## src/rtl/ecp5_ff_pipe.sv

```systemverilog
// ecp5_ff_pipe: elastic WIDTH x DEPTH register pipeline with ECP5 slice-FF style GSR/LSR/CE controls.
// Define ECP5_FF_PIPE_OCC_EN to add the registered occupancy and full outputs.
module ecp5_ff_pipe #(
  parameter int    WIDTH  = 8,
  parameter int    DEPTH  = 3,
  parameter string REGSET = "RESET",
  parameter string SRMODE = "LSR_OVER_CE",
  parameter string GSR    = "ENABLED"
) (
  input  logic             CLK,
  input  logic             GSRN,
  input  logic             CE,
  input  logic             LSR,
  input  logic             in_valid,
  output logic             in_ready,
  input  logic [WIDTH-1:0] in_data,
  output logic             out_valid,
  input  logic             out_ready,
  output logic [WIDTH-1:0] out_data
`ifdef ECP5_FF_PIPE_OCC_EN
  ,
  output logic [$clog2(DEPTH+1)-1:0] occupancy,
  output logic                       full
`endif
);

  localparam logic [WIDTH-1:0] SR_VAL    = (REGSET == "SET") ? {WIDTH{1'b1}} : {WIDTH{1'b0}};
  localparam bit               LSR_ASYNC = (SRMODE == "ASYNC");
  localparam bit               GSR_EN    = (GSR == "ENABLED");

  logic [WIDTH-1:0] d_q [DEPTH];
  logic [WIDTH-1:0] d_d [DEPTH];
  logic [DEPTH-1:0] v_q, v_d;
  logic [DEPTH:0]   r;

  // r[i]: stage i may load this cycle (empty, or its contents move on).
  always_comb begin
    r        = '0;
    r[DEPTH] = out_ready;
    for (int i = DEPTH - 1; i >= 0; i--) begin
      r[i] = ~v_q[i] | r[i+1];
    end
  end

  // Bubbles only clear the valid bit; data registers keep their old word.
  always_comb begin
    v_d = v_q;
    d_d = d_q;
    if (r[0]) begin
      v_d[0] = in_valid;
      if (in_valid) d_d[0] = in_data;
    end
    for (int i = 1; i < DEPTH; i++) begin
      if (r[i]) begin
        v_d[i] = v_q[i-1];
        if (v_q[i-1]) d_d[i] = d_q[i-1];
      end
    end
  end

  assign in_ready  = CE & r[0] & GSRN & ~LSR;
  assign out_valid = CE & v_q[DEPTH-1];
  assign out_data  = d_q[DEPTH-1];

`ifdef ECP5_FF_PIPE_OCC_EN
  localparam int OW = $clog2(DEPTH + 1);
  logic [OW-1:0] occ_q, occ_d;

  always_comb begin
    occ_d = '0;
    for (int i = 0; i < DEPTH; i++) begin
      occ_d = occ_d + OW'(v_d[i]);
    end
  end

  assign occupancy = occ_q;
  assign full      = (occ_q == OW'(DEPTH));
`endif

  generate
    if (LSR_ASYNC) begin : g_v_async
      always_ff @(posedge CLK or negedge GSRN or posedge LSR) begin
        if (!GSRN) begin
          v_q <= '0;
`ifdef ECP5_FF_PIPE_OCC_EN
          occ_q <= '0;
`endif
        end else if (LSR) begin
          v_q <= '0;
`ifdef ECP5_FF_PIPE_OCC_EN
          occ_q <= '0;
`endif
        end else if (CE) begin
          v_q <= v_d;
`ifdef ECP5_FF_PIPE_OCC_EN
          occ_q <= occ_d;
`endif
        end
      end
    end else begin : g_v_sync
      always_ff @(posedge CLK or negedge GSRN) begin
        if (!GSRN) begin
          v_q <= '0;
`ifdef ECP5_FF_PIPE_OCC_EN
          occ_q <= '0;
`endif
        end else if (LSR) begin
          v_q <= '0;
`ifdef ECP5_FF_PIPE_OCC_EN
          occ_q <= '0;
`endif
        end else if (CE) begin
          v_q <= v_d;
`ifdef ECP5_FF_PIPE_OCC_EN
          occ_q <= occ_d;
`endif
        end
      end
    end

    // With GSR disabled the data registers ignore GSRN entirely; only loads are blocked.
    if (GSR_EN && LSR_ASYNC) begin : g_d_gsr_async
      always_ff @(posedge CLK or negedge GSRN or posedge LSR) begin
        if (!GSRN)    d_q <= '{default: SR_VAL};
        else if (LSR) d_q <= '{default: SR_VAL};
        else if (CE)  d_q <= d_d;
      end
    end else if (GSR_EN) begin : g_d_gsr_sync
      always_ff @(posedge CLK or negedge GSRN) begin
        if (!GSRN)    d_q <= '{default: SR_VAL};
        else if (LSR) d_q <= '{default: SR_VAL};
        else if (CE)  d_q <= d_d;
      end
    end else if (LSR_ASYNC) begin : g_d_nogsr_async
      always_ff @(posedge CLK or posedge LSR) begin
        if (LSR)             d_q <= '{default: SR_VAL};
        else if (CE && GSRN) d_q <= d_d;
      end
    end else begin : g_d_nogsr_sync
      always_ff @(posedge CLK) begin
        if (LSR)             d_q <= '{default: SR_VAL};
        else if (CE && GSRN) d_q <= d_d;
      end
    end
  endgenerate

endmodule

```

## config.mk

```make
export PLATFORM = sky130hd
export DESIGN_NAME = ecp5_ff_pipe
export DESIGN_NICKNAME = d
export VERILOG_FILES = /design/src/rtl/ecp5_ff_pipe.sv
export SDC_FILE = /design/constraint.sdc
export NUM_CORES = 1
export LEC_CHECK = 0
export CORE_ASPECT_RATIO = 0.9
export CORE_MARGIN = 10
export CORE_UTILIZATION = 49
export DETAILED_ROUTE_END_ITERATION = 10
export PLACE_DENSITY = 0.77
export SLEW_MARGIN = 20
export SYNTH_ARGS = -nofsm -noshare
export SYNTH_HDL_FRONTEND = slang
export SYNTH_SLANG_ARGS = --single-unit
```

## constraint.sdc

```tcl
create_clock -name CLK -period 1.7 [get_ports CLK]
set_input_delay 0.425 -clock CLK [delete_from_list [all_inputs] [get_ports CLK]]
set_output_delay 0.425 -clock CLK [all_outputs]
set_load 0.01 [all_outputs]
```

==> reports/qor.txt, run 1 <==
Status - finished, final reports clean
Area of the core - 0.00224 sq mm
Antenna violations before repair - 0
ANT cells - 0
1st-iter DRT viols - 36
Worst skew pair latency - 0.33 ns
Worst hold path class - in -> async
Clock root cell - clkbuf_4
Flops & latches, synth - 27
VDD IR max - 0.637 mV
Fmax - 0.628 GHz
Static Leak - 0.845 nW
Setup violators final - 0
Largest area contributor in the netlist - dfrtp_1
Total CTS buffers - 3
CP Max Fanout - 2
Worst clock skew - 0.00755 ns
Drt total wl - 2380 um
RD Place Congestion - 0.857
Global-route wire length before repair - 3940 um
Clk slew on worst S/H paths - 0.15 ns
Fin crit share - 93.6%
Worst-margin pin slew - 0.405 ns
Ranking of synthesized cells by area - dfrtp_1 57%, a22o_1 12%, nand2b_1 8.9%, mux2i_1 6.7%, a31oi_4 3.6%
DRC - 0
Port buffer count - 23
Die Footprint - 0.00481 sq mm
Die width - 72.0 um
Post-route ant nets - 0
Core Rows - 16
Max-cap check violation count - 0
Non-Filler Instances - 154
Cell area power density - 687 mW/mm^2
DR pass1 iterations - 4
Starting Density - 53.1%
Gate count of the mapped netlist - 94
RSZ-0062 raised after global routing - no
Crit Path Category - in -> out
DR vias/cell - 5.21
Total GRT Usage - 10.1%
Cell area after synthesis - 0.00119 sq mm
Hold WS - 0.105 ns
Vias in the first global route - 826
Tmin final - 1.59 ns
Async set-reset flop share out of synthesis - 100%
Worst setup SP type - input pin
Max-slew violation count - 0
Syn nets - 108
DR vias - 802
P&R area growth vs syn - 30.8%
H-Tree Level Count - 1
Final hold vios - 0
Largest net degree at the start of global routing - 28
Max transition margin - 72.9%
I/O pin cnt - 24
Part of the Yosys area used for sequential elements - 56.7%
Yosys cell types - 22
Critical Path RT - 1.27 ns
Avg WL per Cell - 15.5 um
Post-synth EDFFs - 0
GR Overflow Total - 0
Syn_area_per_cell - 12.7 sq um
CTS Hold Bufs - 0
Longest Clk Path Bufs - 2
CTS tree - yes
Share of cells above drive strength 1 - 17.3%
Height of the die - 66.8 um
Clock sink count - 27
DP HPWL - 1810 um
Most frequent cells in the layout - 27 x dfrtp_1, 17 x nand2b_1, 16 x a22o_1
Layout Nets - 142
Synth top area share - 56.7%
Count of yosys warnings during synthesis - 0
Worst Path Arrival - 1.17 ns
Nature of the critical path endpoint - output port
Primary FF master, synth - dfrtp_1
DP Cell Count - 149
Most common cell after layout, fill and taps aside - dfrtp_1
==> critical path: stages <==
cell,delay [ns]
dlygate4sd2_1,0.23
nor2b_2,0.16
nand2_1,0.07
a31oi_1,0.13
buf_2,0.15
==> cell type report <==
type	instances	area (sq um)
repair buffers	34	330
clock buffers	3	22.5
clock inverters	1	7.51
fillers	174	684
flip-flops and latches	27	676
well taps	27	33.8
multi-input cells	61	484
inverters	1	3.75
==> flip-flops by register name, summed over array words and instances, names as in the netlist <==
| register | flops |
|---|---|
| d_q | 16 |
| v_q | 3 |
| out_data | 8 |
==> synth_stat cells, types with 2 or more instances <==
library cell,number
nand2_1,4
and3_1,2
nand2b_1,17
mux2i_1,8
a22o_1,16
a21oi_1,2
dfrtp_1,27
clkbuf_1,3
a31oi_4,2
==> metal layers <==
metal	vias up	wire length [um]	track usage, %
li1	407	-	-
met1	373	1170	12.7
met2	20	1090	15.6
met3	2	104	4.30
met4	0	8	2.17
met5	-	0	0
==> through the flow <==
stage | area [sq um] | setup TNS [ns] | setup WS [ns] | power, mW | util [%]
2_1_floorplan | 1190 | 0 | 0.383 | 0.729 | -
3_3_place_gp | 1510 | -3.45 | -0.539 | 0.798 | 67.5
3_5_place_dp | 1510 | -4.69 | -0.560 | 0.802 | 67.5
4_1_cts | 1550 | 0 | 0.00309 | 1.08 | 69.0
5_1_grt | 1560 | 0 | 0.0257 | 1.12 | 69.5
6_report | 1560 | 0 | 0.108 | 1.07 | 69.5
==> timing repair <==
action                     4_1_cts  5_1_grt
resized for setup               14        8
pin swaps                        1        0
setup endpoints to repair        4        8
setup buffers                    1        0
==> power breakdown <==
part / leakage [nW] / internal, mW / switching (mW)
sequential: 0.373 / 0.655 / 0.00751
combinational: 0.458 / 0.0666 / 0.0593
clock: 0.0139 / 0.0901 / 0.192
total: 0.845 / 0.811 / 0.259
==> kinds of logic (layout without fill, tap and decap cells) <==
group	Yosys count	count (layout)	share of synthesized area, %
and+or+nand+nor	28	28	14.2
DFF	27	27	56.7
AOI/OAI and AO/OA	25	25	19.5
muxes	8	8	6.72
buffers and inverters	6	39	2.84
==> final timing paths <==
check	startpoint	endpoint	slack, ns	cells past startpoint
max in group asynchronous	GSRN	d_q[21]	1.34	2
min reg2reg	d_q[23]	d_q[15]	0.50	1
max reg2reg	v_q[2]	d_q[17]	0.40	5
min in group CLK	d_q[23]	d_q[15]	0.50	1
max	CE	in_ready	0.11	5
min	GSRN	v_q[0]	0.10	2
Power figures use the tool's default switching activity.
==> run 2, diff against run 1 <==
--- a/config.mk
+++ b/config.mk
@@ -10,7 +10,6 @@
 export CORE_UTILIZATION = 49
 export DETAILED_ROUTE_END_ITERATION = 10
 export PLACE_DENSITY = 0.77
-export SLEW_MARGIN = 20
 export SYNTH_ARGS = -nofsm -noshare
 export SYNTH_HDL_FRONTEND = slang
 export SYNTH_SLANG_ARGS = --single-unit
==> constraint.sdc (replaced) <==
create_clock -name CLK -period 1.7 [get_ports CLK]
set_input_delay 0.425 -clock CLK [delete_from_list [all_inputs] [get_ports CLK]]
set_output_delay 0.425 -clock CLK [all_outputs]
set_load 0.02 [all_outputs]
==> reports/qor.txt, run 2 (synthesis gave the netlist of run 1 again) <==
Max-cap check violation count - 0 (unchanged)
Nature of the critical path endpoint - output port (unchanged)
Final core occ - 68.4% (was 69.5%)
Fillers - 185 (was 174)
Post-DP Area - 0.00151 sq mm (unchanged)
Clock sink count - 27 (unchanged)
Worst path max stage delay - 0.23 ns (about the same)
Starting Density - 53.1% (unchanged)
Layout Nets - 142 (unchanged)
Final hold vios - 0 (unchanged)
Post-route ant nets - 0 (unchanged)
Clock network fraction of total power - 26.4% (about the same)
Cell area power density - 699 mW/mm^2 (was 687 mW/mm^2)
H-Tree Level Count - 1 (unchanged)
1st-iter DRT viols - 42 (was 36)
Net switching power - 0.260 mW (was 0.259 mW)
DR vias - 800 (was 802)
Area of the multi-input gates - 484 sq um (unchanged)
Drt total wl - 2370 um (was 2380 um)
Power Total - 1.07 mW (about the same)
Avg WL per Cell - 15.4 um (was 15.5 um)
Total GRT Usage - 10.1% (unchanged)
Status - finished, final reports clean (unchanged)
Core Rows - 16 (unchanged)
Fin crit share - 95.0% (was 93.6%)
Final instance area - 0.00153 sq mm (was 0.00156 sq mm)
Most frequent cells in the layout - 27 x dfrtp_1, 17 x nand2b_1, 16 x a22o_1 (unchanged)
VDD IR max - 0.637 mV (about the same)
Internal power - 0.811 mW (about the same)
Antenna violations before repair - 0 (unchanged)
ANT cells - 0 (unchanged)
Die Footprint - 0.00481 sq mm (unchanged)
Crit Path Category - in -> out (unchanged)
CTS Hold Bufs - 0 (unchanged)
Max reg flops - 16 (unchanged)
Longest Clk Path Bufs - 2 (unchanged)
Static Leak - 0.754 nW (was 0.845 nW)
Worst clock skew - 0.00766 ns (was 0.00755 ns)
Height of the die - 66.8 um (unchanged)
Vias in the first global route - 826 (unchanged)
Tmin final - 1.62 ns (was 1.59 ns)
Register Area - 676 sq um (unchanged)
Seq pwr share - 61.8% (was 61.9%)
RSZ-0062 raised after global routing - no (unchanged)
GR Overflow Total - 0 (unchanged)
Share of cells above drive strength 1 - 17.3% (unchanged)
Crit-path cells - dlygate4sd2_1, nor2b_2, nand2_1, a31oi_1, buf_4 (was dlygate4sd2_1, nor2b_2, nand2_1, a31oi_1, buf_2)
Worst hold path class - in -> async (unchanged)
Worst Path Arrival - 1.19 ns (was 1.17 ns)
Hold WS - 0.209 ns (was 0.105 ns)
Clk slew on worst S/H paths - 0.15 ns (about the same)
Slowest-stage cell, CP - dlygate4sd2_1 (unchanged)
I/O pin cnt - 24 (unchanged)
Largest Register - d_q (unchanged)
Power share of the combinational group - 11.8% (about the same)
Worst-margin pin slew - 0.405 ns (about the same)
CP Max Fanout - 2 (unchanged)
Max transition margin - 72.9% (about the same)
Largest net degree at the start of global routing - 28 (unchanged)
Setup violators final - 0 (unchanged)
Global-route wire length before repair - 3940 um (unchanged)
Fmax - 0.619 GHz (was 0.628 GHz)
Worst skew pair latency - 0.33 ns (about the same)
Setup TNS - 0 ns (unchanged)
Critical Path RT - 1.27 ns (about the same)
DR pass1 iterations - 4 (unchanged)
RD Place Congestion - 0.857 (unchanged)
Die width - 72.0 um (unchanged)
DRC - 0 (unchanged)
Max-slew violation count - 0 (unchanged)
Total CTS buffers - 3 (unchanged)
CTS tree - yes (unchanged)
Area of the core - 0.00224 sq mm (unchanged)
DR vias/cell - 5.19 (was 5.21)
Port buffer count - 23 (unchanged)
Most common cell after layout, fill and taps aside - dfrtp_1 (unchanged)
Clock root cell - clkbuf_4 (unchanged)
Net Sw Frac - 24.3% (was 24.2%)
DP HPWL - 1810 um (unchanged)
Worst setup SP type - input pin (unchanged)
P&R area growth vs syn - 28.8% (was 30.8%)
-- run 2: changes by cell type in the layout (fill, tap and decap cells not counted) --
cell            delta
buf_4              +1
dlymetal6s2s_1     -7
dlygate4sd2_1      +7
buf_2              -1
-- run 2: power by group through the flow --
| stage | combinational (mW) | sequential [mW] | clock (mW) |
|---|---|---|---|
| final | 0.127 | 0.662 | 0.283 |
| after global routing | 0.139 | 0.664 | 0.316 |
| after detailed placement | 0.129 | 0.674 | 0 |
| after CTS | 0.128 | 0.662 | 0.290 |
| after global placement | 0.124 | 0.674 | 0 |
| after floorplan | 0.0548 | 0.675 | 0 |
-- run 2: area by class of cell --
cell class                 count  area share (%)
multi-input combinational     61            31.6
sequential                    27            44.0
clock buffer                   3            1.47
timing repair buffer          34            20.0
tap                           27            2.20
clock inverter                 1           0.489
inverter                       1           0.245
-- run 2: path summary, 6_finish.rpt --
check	start	to	slack, ns	cells after the start
worst min-delay path	GSRN	v_q[0]	0.21	2
worst max register to register	v_q[2]	d_q[17]	0.40	5
worst min register to register	d_q[23]	d_q[15]	0.50	1
max in group asynchronous	GSRN	d_q[21]	1.24	2
min in group CLK	d_q[23]	d_q[15]	0.50	1
worst max-delay path	CE	in_ready	0.08	5
-- run 2: per-stage QoR --
step | worst slack (ns) | std cells
2_1_floorplan | 0.238 | 94
5_1_grt | 0.00279 | 154
6_report | 0.0848 | 154
3_5_place_dp | -0.628 | 149
3_3_place_gp | -0.607 | 149
4_1_cts | 0.0728 | 154
-- run 2: metal layers --
layer	track usage, %	up-vias	routed length (um)
li1	-	407	-
met3	4.30	2	117
met1	12.7	371	1150
met4	2.17	0	8
met5	0	-	0
met2	15.6	20	1090
-- run 2: repair_timing --
action | in CTS | in global routing
resized for setup | 24 | 0
setup endpoints to repair | 10 | 0
setup buffers | 1 | 0
-- run 2: worst max-delay path: cells and delay by family --
kind	cells	cell delay, ns
simple gates	2	0.23
buf+inv	2	0.39
compound gates	1	0.14
==> run 3, diff against run 2 <==
--- a/config.mk
+++ b/config.mk
@@ -5,9 +5,10 @@
 export SDC_FILE = /design/constraint.sdc
 export NUM_CORES = 1
 export LEC_CHECK = 0
+export ABC_AREA = 1
 export CORE_ASPECT_RATIO = 0.9
 export CORE_MARGIN = 10
-export CORE_UTILIZATION = 49
+export CORE_UTILIZATION = 50
 export DETAILED_ROUTE_END_ITERATION = 10
 export PLACE_DENSITY = 0.77
 export SYNTH_ARGS = -nofsm -noshare
==> reports/qor.txt, run 3 <==
Total GRT Usage - 11.0% (was 10.1%)
Syn nets - 157 (was 108)
Tmin final - 1.59 ns (was 1.62 ns)
Worst path max stage delay - 0.43 ns (was 0.23 ns)
Slowest-stage cell, CP - dfrtp_1 (was dlygate4sd2_1)
Count leader, synth - nand2_1 (was dfrtp_1)
Max-cap check violation count - 0 (unchanged)
Fmax - 0.629 GHz (was 0.619 GHz)
Crit Path Category - reg -> out (was in -> out)
Max-slew violation count - 0 (unchanged)
Syn_area_per_cell - 8.77 sq um (was 12.7 sq um)
Worst hold path class - in -> async (unchanged)
Starting Density - 51.7% (was 53.1%)
Ranking of synthesized cells by area - dfrtp_1 54%, nand3_1 12%, nand2_1 11%, inv_1 5.4%, nand3_4 2.8% (was dfrtp_1 57%, a22o_1 12%, nand2b_1 8.9%, mux2i_1 6.7%, a31oi_4 3.6%)
Area of the core - 0.00242 sq mm (was 0.00224 sq mm)
Status - finished, final reports clean (unchanged)
Cell area power density - 686 mW/mm^2 (was 699 mW/mm^2)
Fillers - 227 (was 185)
1st-iter DRT viols - 53 (was 42)
Top cell family by delay on the critical path - flip-flops (was buffers and inverters)
CTS tree - yes (unchanged)
Post-synth top cells - 37 x nand2_1, 29 x nand3_1, 27 x dfrtp_1 (was 27 x dfrtp_1, 17 x nand2b_1, 16 x a22o_1)
DR vias/cell - 4.86 (was 5.19)
Most common cell after layout, fill and taps aside - nand2_1 (was dfrtp_1)
CP Max Fanout - 2 (unchanged)
Final instance area - 0.00159 sq mm (was 0.00153 sq mm)
Final hold vios - 0 (unchanged)
Antenna violations before repair - 0 (unchanged)
Setup violators final - 0 (unchanged)
R2r setup slk - 0.43 ns (was 0.40 ns)
Clk slew on worst S/H paths - 0.15 ns (about the same)
Async set-reset flop share out of synthesis - 100% (unchanged)
Setup TNS - 0 ns (unchanged)
CP Launch Point - v_q[2] (was CE)
Primary FF master, synth - dfrtp_1 (unchanged)
Die width - 72.8 um (was 72.0 um)
Post-synth EDFFs - 0 (unchanged)
WP buf/inv - 1 (was 2)
Worst clock skew - 0.00273 ns (was 0.00766 ns)
Count of yosys warnings during synthesis - 0 (unchanged)
Yosys cell types - 16 (was 22)
DR pass1 iterations - 4 (unchanged)
RSZ-0062 raised after global routing - no (unchanged)
Largest area contributor in the netlist - dfrtp_1 (unchanged)
Crit-path cells - nand4_2, nand3_1, nor2_1, buf_4 (was dlygate4sd2_1, nor2b_2, nand2_1, a31oi_1, buf_4)
Die Footprint - 0.00491 sq mm (was 0.00481 sq mm)
Worst skew pair latency - 0.32 ns (was 0.33 ns)
Synth top area share - 53.9% (was 56.7%)
VDD IR max - 0.499 mV (was 0.637 mV)
Fin crit share - 93.4% (was 95.0%)
Layout Nets - 194 (was 142)
Nature of the critical path endpoint - output port (unchanged)
Global-route wire length before repair - 4470 um (was 3940 um)
Largest net degree at the start of global routing - 28 (unchanged)
GR Overflow Total - 0 (unchanged)
Post-route ant nets - 0 (unchanged)
ANT cells - 0 (unchanged)
Post-Place Setup Slack - -0.509 ns (was -0.628 ns)
Worst setup SP type - register (was input pin)
CTS Hold Bufs - 0 (unchanged)
Final core occ - 65.7% (was 68.4%)
P&R area growth vs syn - 27.1% (was 28.8%)
Largest Register - d_q (unchanged)
DP HPWL - 1900 um (was 1810 um)
Max reg flops - 16 (unchanged)
Worst Path Arrival - 1.16 ns (was 1.19 ns)
Cell area after synthesis - 0.00125 sq mm (was 0.00119 sq mm)
Post-DP Area - 0.00157 sq mm (was 0.00151 sq mm)
Most frequent cells in the layout - 37 x nand2_1, 29 x nand3_1, 27 x dfrtp_1 (was 27 x dfrtp_1, 17 x nand2b_1, 16 x a22o_1)
Power Total - 1.09 mW (was 1.07 mW)
Drt total wl - 2410 um (was 2370 um)
I/O pin cnt - 24 (unchanged)
FF-to-FF End - out_data[1] (was d_q[17])
DRC - 0 (unchanged)
Gate count of the mapped netlist - 143 (was 94)
Worst-margin pin slew - 0.333 ns (was 0.405 ns)
Area of the multi-input gates - 460 sq um (was 484 sq um)
Share of cells above drive strength 1 - 16.2% (was 17.3%)
Port buffer count - 23 (unchanged)
Core Rows - 17 (was 16)
Max transition margin - 77.8% (was 72.9%)
Clock sink count - 27 (unchanged)
RD Place Congestion - 0.768 (was 0.857)
Total CTS buffers - 3 (unchanged)
Longest Clk Path Bufs - 2 (unchanged)
Vias in the first global route - 1,038 (was 826)
Avg WL per Cell - 11.7 um (was 15.4 um)
Setup slack after layout - 0.111 ns (was 0.0848 ns)
H-Tree Level Count - 1 (unchanged)
Clock root cell - clkbuf_4 (unchanged)
Static Leak - 0.889 nW (was 0.754 nW)
Register Area - 676 sq um (unchanged)
Critical Path RT - 1.27 ns (about the same)
Height of the die - 67.5 um (was 66.8 um)
DR vias - 1,006 (was 800)
Reg2reg path depth - 5 (unchanged)
Part of the Yosys area used for sequential elements - 53.9% (was 56.7%)
Flops & latches, synth - 27 (unchanged)
R2R Path Start - v_q[2] (unchanged)
-- run 3: changes by cell type in the layout (fill, tap and decap cells not counted), moves of 3 or more --
cell / delta
o21ai_0: +6
nand2b_1: -17
inv_1: +16
o21ai_1: +3
a22o_1: -16
nand3_1: +29
buf_4: +5
mux2i_1: -8
nor2_1: +8
dlygate4sd2_1: -3
nand2_1: +33
-- run 3: worst max path at each step --
stage / endpoint / slack [ns] / depth (start not counted)
floorplan: in_ready / 0.33 / 3
global placement: in_ready / -0.49 / 6
detailed placement: in_ready / -0.51 / 6
CTS: in_ready / -0.04 / 6
global route: in_ready / 0.004 / 4
finish: in_ready / 0.11 / 4
-- run 3: final cells by class --
class / instances / share of cell area (%)
well taps: 28 / 2.20
clock buffers: 3 / 1.41
repair buffers: 37 / 20.2
inverters: 19 / 4.47
clock inverters: 1 / 0.471
flip-flops and latches: 27 / 42.4
multi-input cells: 92 / 28.9
-- run 3: worst register-to-register path: stages, from the launching register on --
cell and delay, ns:
dfrtp_1 0.43, buf_4 0.16, nand2_1 0.10, nand3_1 0.24, nand3_1 0.15, o21ai_0 0.10
-- run 3: where the power goes --
group / internal [mW] / switching, mW
clock network: 0.0900 / 0.193
registers: 0.663 / 0.0121
logic: 0.0630 / 0.0724
total: 0.816 / 0.278
-- run 3: cell families (layout without fill, tap and decap cells) --
| group | count (synthesis) | in the layout | synth area share, % |
|---|---|---|---|
| DFF | 27 | 27 | 53.9 |
| and+or+nand+nor | 82 | 82 | 32.7 |
| buffers and inverters | 24 | 60 | 9.38 |
| AOI/OAI and AO/OA | 10 | 10 | 3.99 |
-- run 3: per-layer routing --
layer,track usage (%),routed length [um],up-vias
li1,-,-,527
met1,13.1,1120,456
met2,18.6,1110,21
met3,3.66,172,2
met4,2.84,8,0
met5,0,0,-
-- run 3: what timing repair did --
item | in CTS | in global routing
setup endpoints to repair | 10 | 2
setup buffers | 0 | 1
gates resized for setup | 17 | 4
pin swaps | 0 | 1
-- run 3: through the flow --
stage | cells | hold WS (ns)
final | 207 | 0.129
after global routing | 207 | 0.168
after CTS | 206 | 0.490
after detailed placement | 202 | 0.456
after global placement | 202 | 0.458
after floorplan | 143 | 0.129
